===== src/rtl/risc_bus_testdev.sv =====
// Memory-mapped test device for the risc_cpu bus: exit-code/halt register,
// buffered console TX FIFO, free-running cycle counter and optional watchdog.
module risc_bus_testdev #(
   parameter int                ADDR_W       = 8,
   parameter int                DATA_W       = 8,
   parameter logic [ADDR_W-1:0] HALT_ADDR    = 'hAB,
   parameter logic [ADDR_W-1:0] CONSOLE_ADDR = 'hAA,
   parameter logic [ADDR_W-1:0] STATUS_ADDR  = 'hA9,
   parameter logic [ADDR_W-1:0] CYCLE_ADDR   = 'hA8,
   parameter int                FIFO_DEPTH   = 4,
   parameter int                TIMEOUT      = 0,
   parameter int                CNT_W        = 32
) (
   input  logic              i_clk,
   input  logic              i_rstn,
   input  logic [ADDR_W-1:0] i_bus_address,
   input  logic [DATA_W-1:0] i_bus_data,
   input  logic              i_bus_read,
   input  logic              i_bus_write,
   output logic [DATA_W-1:0] o_bus_data,
   output logic              o_bus_rvalid,
   output logic [DATA_W-1:0] o_tx_data,
   output logic              o_tx_valid,
   input  logic              i_tx_ready,
   output logic              o_halted,
   output logic              o_timeout,
   output logic [DATA_W-1:0] o_exit_code
);

   localparam int PTR_W = $clog2(FIFO_DEPTH);
   localparam logic [CNT_W-1:0] WD_LIMIT = CNT_W'(TIMEOUT - 1);

   logic [DATA_W-1:0] fifo_mem [FIFO_DEPTH];
   logic [PTR_W:0]    wr_ptr_reg;
   logic [PTR_W:0]    rd_ptr_reg;
   logic [CNT_W-1:0]  cnt_reg;
   logic              halted_reg;
   logic              timeout_reg;
   logic              overflow_reg;
   logic              rvalid_reg;
   logic [DATA_W-1:0] exit_code_reg;
   logic [DATA_W-1:0] bus_data_reg;

   logic              fifo_empty;
   logic              fifo_full;
   logic              wr_halt;
   logic              wr_console;
   logic              rd_status;
   logic              wd_fire;
   logic              pop;
   logic              push;
   logic              ovf_event;
   logic [3:0]        status4;
   logic [DATA_W-1:0] status_word;
   logic [DATA_W-1:0] rd_value;

   // Extra pointer MSB distinguishes full from empty when the indices match.
   assign fifo_empty = (wr_ptr_reg == rd_ptr_reg);
   assign fifo_full  = (wr_ptr_reg[PTR_W] != rd_ptr_reg[PTR_W]) &&
                       (wr_ptr_reg[PTR_W-1:0] == rd_ptr_reg[PTR_W-1:0]);

   assign wr_halt    = i_bus_write && (i_bus_address == HALT_ADDR) && !halted_reg;
   assign wr_console = i_bus_write && (i_bus_address == CONSOLE_ADDR);
   assign rd_status  = i_bus_read && (i_bus_address == STATUS_ADDR);
   assign wd_fire    = (TIMEOUT != 0) && !halted_reg && (cnt_reg == WD_LIMIT);

   assign pop        = !fifo_empty && i_tx_ready;
   assign push       = wr_console && (!fifo_full || pop);
   assign ovf_event  = wr_console && fifo_full && !pop;

   assign status4 = {halted_reg, overflow_reg, fifo_empty, fifo_full};

   generate
      if (DATA_W >= 4) begin : g_status_wide
         assign status_word = DATA_W'(status4);
      end else begin : g_status_narrow
         assign status_word = DATA_W'(status4[2:0]);
      end
   endgenerate

   always_comb begin
      rd_value = '0;
      if (i_bus_address == CYCLE_ADDR) begin
         rd_value = DATA_W'(cnt_reg);
      end else if (i_bus_address == STATUS_ADDR) begin
         rd_value = status_word;
      end
   end

   always_ff @(posedge i_clk) begin
      if (push) begin
         fifo_mem[wr_ptr_reg[PTR_W-1:0]] <= i_bus_data;
      end
   end

   always_ff @(posedge i_clk) begin
      if (!i_rstn) begin
         wr_ptr_reg    <= '0;
         rd_ptr_reg    <= '0;
         cnt_reg       <= '0;
         halted_reg    <= 1'b0;
         timeout_reg   <= 1'b0;
         overflow_reg  <= 1'b0;
         rvalid_reg    <= 1'b0;
         exit_code_reg <= '0;
         bus_data_reg  <= '0;
      end else begin
         // The counter stops on the halting edge so it reports cycles run before the halt.
         if (!halted_reg && !wr_halt && !wd_fire) begin
            cnt_reg <= cnt_reg + 1'b1;
         end
         if (wr_halt) begin
            halted_reg    <= 1'b1;
            exit_code_reg <= i_bus_data;
         end else if (wd_fire) begin
            halted_reg    <= 1'b1;
            timeout_reg   <= 1'b1;
            exit_code_reg <= '1;
         end
         if (push) begin
            wr_ptr_reg <= wr_ptr_reg + 1'b1;
         end
         if (pop) begin
            rd_ptr_reg <= rd_ptr_reg + 1'b1;
         end
         if (ovf_event) begin
            overflow_reg <= 1'b1;
         end else if (rd_status) begin
            overflow_reg <= 1'b0;
         end
         rvalid_reg <= i_bus_read;
         if (i_bus_read) begin
            bus_data_reg <= rd_value;
         end
      end
   end

   assign o_bus_data   = bus_data_reg;
   assign o_bus_rvalid = rvalid_reg;
   assign o_tx_valid   = !fifo_empty;
   assign o_tx_data    = fifo_empty ? '0 : fifo_mem[rd_ptr_reg[PTR_W-1:0]];
   assign o_halted     = halted_reg;
   assign o_timeout    = timeout_reg;
   assign o_exit_code  = exit_code_reg;

endmodule


===== config.mk =====
export PLATFORM = sky130hd
export DESIGN_NAME = risc_bus_testdev
export DESIGN_NICKNAME = d
export VERILOG_FILES = /design/src/rtl/risc_bus_testdev.sv
export SDC_FILE = /design/constraint.sdc
export NUM_CORES = 1
export LEC_CHECK = 0
export ABC_AREA = 1
export ABC_CLOCK_PERIOD_IN_PS = 1500
export CAP_MARGIN = 25
export CORE_MARGIN = 2
export CORE_UTILIZATION = 35
export CTS_BUF_LIST = sky130_fd_sc_hd__clkbuf_8 sky130_fd_sc_hd__clkbuf_16
export DETAILED_ROUTE_END_ITERATION = 7
export DONT_BUFFER_PORTS = 1
export GPL_TIMING_DRIVEN = 0
export PLACE_DENSITY = 0.62
export SYNTH_ARGS = -nofsm -noshare
export SYNTH_HDL_FRONTEND = slang
export SYNTH_SLANG_ARGS = --single-unit

===== constraint.sdc =====
create_clock -name i_clk -period 1.5 [get_ports i_clk]
set_input_delay 0 -clock i_clk [delete_from_list [all_inputs] [get_ports i_clk]]
set_output_delay 0 -clock i_clk [all_outputs]
set_load 0.005 [all_outputs]

# ---- After elaboration in Yosys (flattened, before gate mapping)
# Memory sizes are Yosys's and may differ from the RTL's. A register that Yosys moved wholly into a read port is not among the register bits.
# Cells that the tools add are included.
# Widths: inputs -> output; s select.
dict set report word_totals {
  wordCells 45
  latch_bits 0
  ram_bits 32
  ff_bits 57
  romBits 0
  mem_count 1
}
# memory depth word_bits read_ports rd_clocked_by_memory_dff write_ports line
set mem_list {}
lappend mem_list {fifo_mem 4 8 1 1 1 33} ;# logic [DATA_W-1:0] fifo_mem [FIFO_DEPTH];
dict set report op_classes {
  n_eq_ne 7
  reduce_logical 17
  shifts 0
  muxes 9
  n_bitwise 0
  mul 0
  n_lt_le_gt_ge 0
  add_sub_neg 3
  div 0
}
# operator count
set op_table {}
lappend op_table {{$add 32x1->32 const B} 1}
lappend op_table {{$eq 8x8->1 const B} 4}
lappend op_table {{$mux 8} 2}
lappend op_table {{$logic_and 1x1->1} 10}
lappend op_table {{$add 3x1->3 const B} 2}
lappend op_table {{$logic_not 1->1} 5}
lappend op_table {{$mux 1} 4}
lappend op_table {{$mux 2} 2}
lappend op_table {{$mux 4} 1}
lappend op_table {{$eq 3x3->1} 1}
lappend op_table {{$eq 2x2->1} 1}
lappend op_table {{$reduce_bool 2->1} 1}
lappend op_table {{$logic_or 1x1->1} 1}
lappend op_table {{$ne 1x1->1} 1}

# ---- Longest topological paths before layout
dict set report depth {
  depth_word 7
  depth_mapped 9
}

# ---- Least setup slack after synthesis
# Ideal clock, no wire load.
dict set report synth_path {
  path_type {register to register}
  startpoint {register wr_ptr_reg[0]}
  endpoint {memory fifo_mem[0][0], enable pin}
  path_buffers 0
  slack_ns -0.098
  period_less_slack_ns 1.598
  t_arrival_ns 1.227
  stages_incl_launch_ff 7
  required_ns 1.129
  path_cell_list {dfxtp_1 inv_2 nand2_1 nand2_1 nand4_4 nand2_4 nor2_1}
}
dict set report synth_between {
  elab_chain_len 7
  elab_cells_between_ends 10
  classes_between {eq/ne (2); mux (2); reduce/logical (6)}
}
# element line
set synth_rtl {}
lappend synth_rtl {{from (decl)} 34} ;# logic [PTR_W:0] wr_ptr_reg;
lappend synth_rtl {{from (signal assigned)} 121} ;# wr_ptr_reg <= wr_ptr_reg + 1'b1;
lappend synth_rtl {{$eq 3x3->1 or $eq 2x2->1 (tied branches)} {58, 60}}
lappend synth_rtl {{$logic_not 1->1 or $logic_and 1x1->1 (tied branches)} {67, 59}}
lappend synth_rtl {{$logic_and 1x1->1 or $logic_not 1->1 (tied branches)} {67, 68}}
lappend synth_rtl {{$logic_or 1x1->1} 68} ;# assign push = wr_console && (!fifo_full || pop);
lappend synth_rtl {{$logic_and 1x1->1} 68}
lappend synth_rtl {{$mux 1} 91} ;# if (push) begin
lappend synth_rtl {{$mux 1 (implied by the code)} 92} ;# fifo_mem[wr_ptr_reg[PTR_W-1:0]] <= i_bus_data;
lappend synth_rtl {{to (decl)} 33}
# Several ways; a longest one is shown, not always the timed one.

==> metrics.cfg <==
[run_status]
status = finished, final reports clean

[cts]
clockRootBuffer = clkbuf_8
cts_sinks = 67
path_clk_slew_ns = 0.08
clk_latency_ns = 0.34
cts_max_level = 3
clockBufferDepth = 2
cts_tree = built
cts_buffers = 9

[floorplanning]
initial_core_util = 0.363
rows = 33
chipHeight_um = 96.8
dieArea_mm2 = 0.00937
die_x_um = 96.8
io-pin-count = 49
core_mm2 = 0.00830

[synth]
synth_top_cell_area_share = 0.319
syn_area_per_cell_um2 = 9.10
syn_area_mm2 = 0.00301
syn_inst = 331
async_reset_ff_frac = 0
synth-compound-area-share = 0.0860
synth_area_leader_cell = edfxtp_1
ys_warn_count = 0
synthTopCellsByArea = edfxtp_1 32%, dfxtp_1 23%, nor2_1 7.7%, nand2_1 6.2%, inv_1 4.2%
yosysUniqueCellTypes = 34
synth_common_cells = 62 x nor2_1, 50 x nand2_1, 35 x dfxtp_1, 34 x inv_1, 32 x edfxtp_1
synth_edf_count = 32
ys_seq_area_frac = 0.551
ys_ff_latch = 67
syn_nets = 358
synth_top_family_by_area = simple AND/OR/NAND/NOR gates
yosys.area_share.simple = 0.242
synth_fa_ha_area_frac = 0.0249
synth_xor_area_frac = 0.0228
yosysMostFrequentCell = nor2_1
synth_flop_cell = dfxtp_1
synth_mux_area_frac = 0

[worst_hold_path]
hold_class = primary input to register

[place]
hpwlAfterDp_um = 4690
dpl_cell_area_mm2 = 0.00314
numPortBuffers = 0
place.gp.congestion = 0.794

[route]
dr.pass1.iters = 5
drtIter0Drc = 101
wl_um = 7240
drc = 0
ant_nets = 0
vias_per_cell = 4.88
vias = 2335
avgRoutedWirePerCell_um = 15.1

[sta]
hold_viol_final = 0
worst_pin_slew_ns = 0.563
slew_viol_final = 0
period_share = 0.951
timing.fmax_mhz = 701
setup_violations = 0
period_minus_slack_ns = 1.43
relSlewSlack = 0.623
fin_worst_skew_ns = 0.00477
rsz0062_at_grt = yes

[pwr]
leakagePower_uw = 0.00151
clkPwrFrac = 0.404
internal_power_uw = 3080
p_seq_frac = 0.486
power.density_mw_per_mm2 = 1070
p_sw_frac = 0.242
p_sw_uw = 984
combPwrFrac = 0.111
vdd_ir_drop_max_v = 0.000650
p_total_uw = 4060

[grt]
grtUsageTotal = 0.158
grt_max_degree = 13
grt_pass1_wl_um = 11700
antenna_found_initial = 0
grt_pass1_vias = 2356
overflow = 0

[critical_path]
crit_buf_inv = 4
worst_ep_required_time_ns = 1.50
arrival_ns = 1.43
worstSetupPathType = register to output port
endpoint_kind = output port
crit_family = buffers and inverters
cp-start-kind = register
cp_slowest_cell = dfxtp_2
slowest_delay_ns = 0.33
path_max_fanout = 8
crit_chain = buf_8 -> inv_8 -> buf_6 -> nor2_4 -> o32ai_2 -> nand2_1 -> inv_1

[finish]
syn2layout_area_growth_pct = 25.5
drive_gt1_frac = 0.217
largest_reg_flops = 32
diodes = 0
final_cell_area_mm2 = 0.00378
nets = 395

[flow_run]
timing.max_cap.violations = 0

cell usage in the layout, fill, tap and decap left out, types with 3 or more instances in the layout:
master	instances
buf_6	3
buf_4	9
inv_2	8
o21ai_0	22
o32ai_1	5
dlygate4sd3_1	13
o21ai_1	5
o32ai_2	3
clkbuf_1	3
buf_12	3
nand2_2	8
a21oi_1	9
xor2_1	6
edfxtp_1	32
nor2_4	8
nand4_1	5
dfxtp_1	27
nor2_1	57
dfxtp_2	4
dfxtp_4	4
clkbuf_8	9
inv_1	33
nand2_1	45
ha_1	6
nand3_1	19
final cells by class:
class	count	area, um2
plain buffers	10	83.8
clock buffers	9	124
clock inverters	7	93.8
fillers	812	4520
inverters	42	165
multi-input cells	212	1220
flip-flops and latches	67	1680
well taps	105	131
repair buffers	26	284
layer usage:
metal  vias to the layer above  global-route usage  part of all wire
li1                       1164                   -                 -
met5                         -                   0                 0
met2                        56               0.272              0.50
met3                        11              0.0477             0.050
met4                         0              0.0542             0.014
met1                      1104               0.187              0.43
logic make-up after synthesis:
logic type      after synthesis
compound gates               45
flops                        67
other cells                   1
xor+xnor                      7
fa+ha+maj                     6
buf+inv                      52
simple gates                153
worst paths after layout:
check | startpoint | to | slack [ns] | depth (start not counted)
worst max-delay path | register | o_tx_data[5] | 0.07 | 7
worst min-delay path | i_bus_address[0] | o_bus_data[3] | 0.03 | 6
worst max register to register | wr_ptr_reg[0] | fifo_mem[0][5] | 0.10 | 7
worst min register to register | rd_ptr_reg[2] | rd_ptr_reg[2] | 0.49 | 2
power by group through the flow:
stage          Combinational, uW  Sequential (uW)  Clock (uW)
6_report                     450             1970        1640
3_5_place_dp                 280             2010           0
5_1_grt                      496             1970        1760
4_1_cts                      347             1970        1680
2_1_floorplan                220             2000           0
3_3_place_gp                 272             2010           0
through the flow:
stage / setup TNS, ns / hold slack [ns] / utilization / instances / setup slack, ns
3_5_place_dp: -15.49 / 0.0991 / 0.379 / 436 / -0.539
6_report: 0 / 0.0296 / 0.456 / 478 / 0.0728
2_1_floorplan: -3.12 / 0.0989 / - / 331 / -0.0975
4_1_cts: 0 / 0.0142 / 0.437 / 470 / 0.00401
3_3_place_gp: -14.48 / 0.0991 / 0.379 / 436 / -0.493
5_1_grt: -0.0336 / 0.0503 / 0.456 / 478 / -0.0227
worst reg2reg max path, cell delays in order, from the launching register on:
cell and delay, ns:
dfxtp_4 0.39, inv_2 0.06, nand2_1 0.06, nand2_2 0.10, nand4_4 0.13, nand2_8 0.10
nor2_4 0.14, buf_12 0.14
what timing repair did:
| item | CTS | global route |
|---|---|---|
| endpoints found under the hold margin | 61 | 0 |
| pin swaps | 6 | 5 |
| cloned | 1 | 1 |
| hold buffers | 13 | 0 |
| setup endpoints to repair | 40 | 40 |
| resized for setup | 19 | 28 |
| buffers inserted | 4 | 7 |
(Power assumes the default switching activity.)
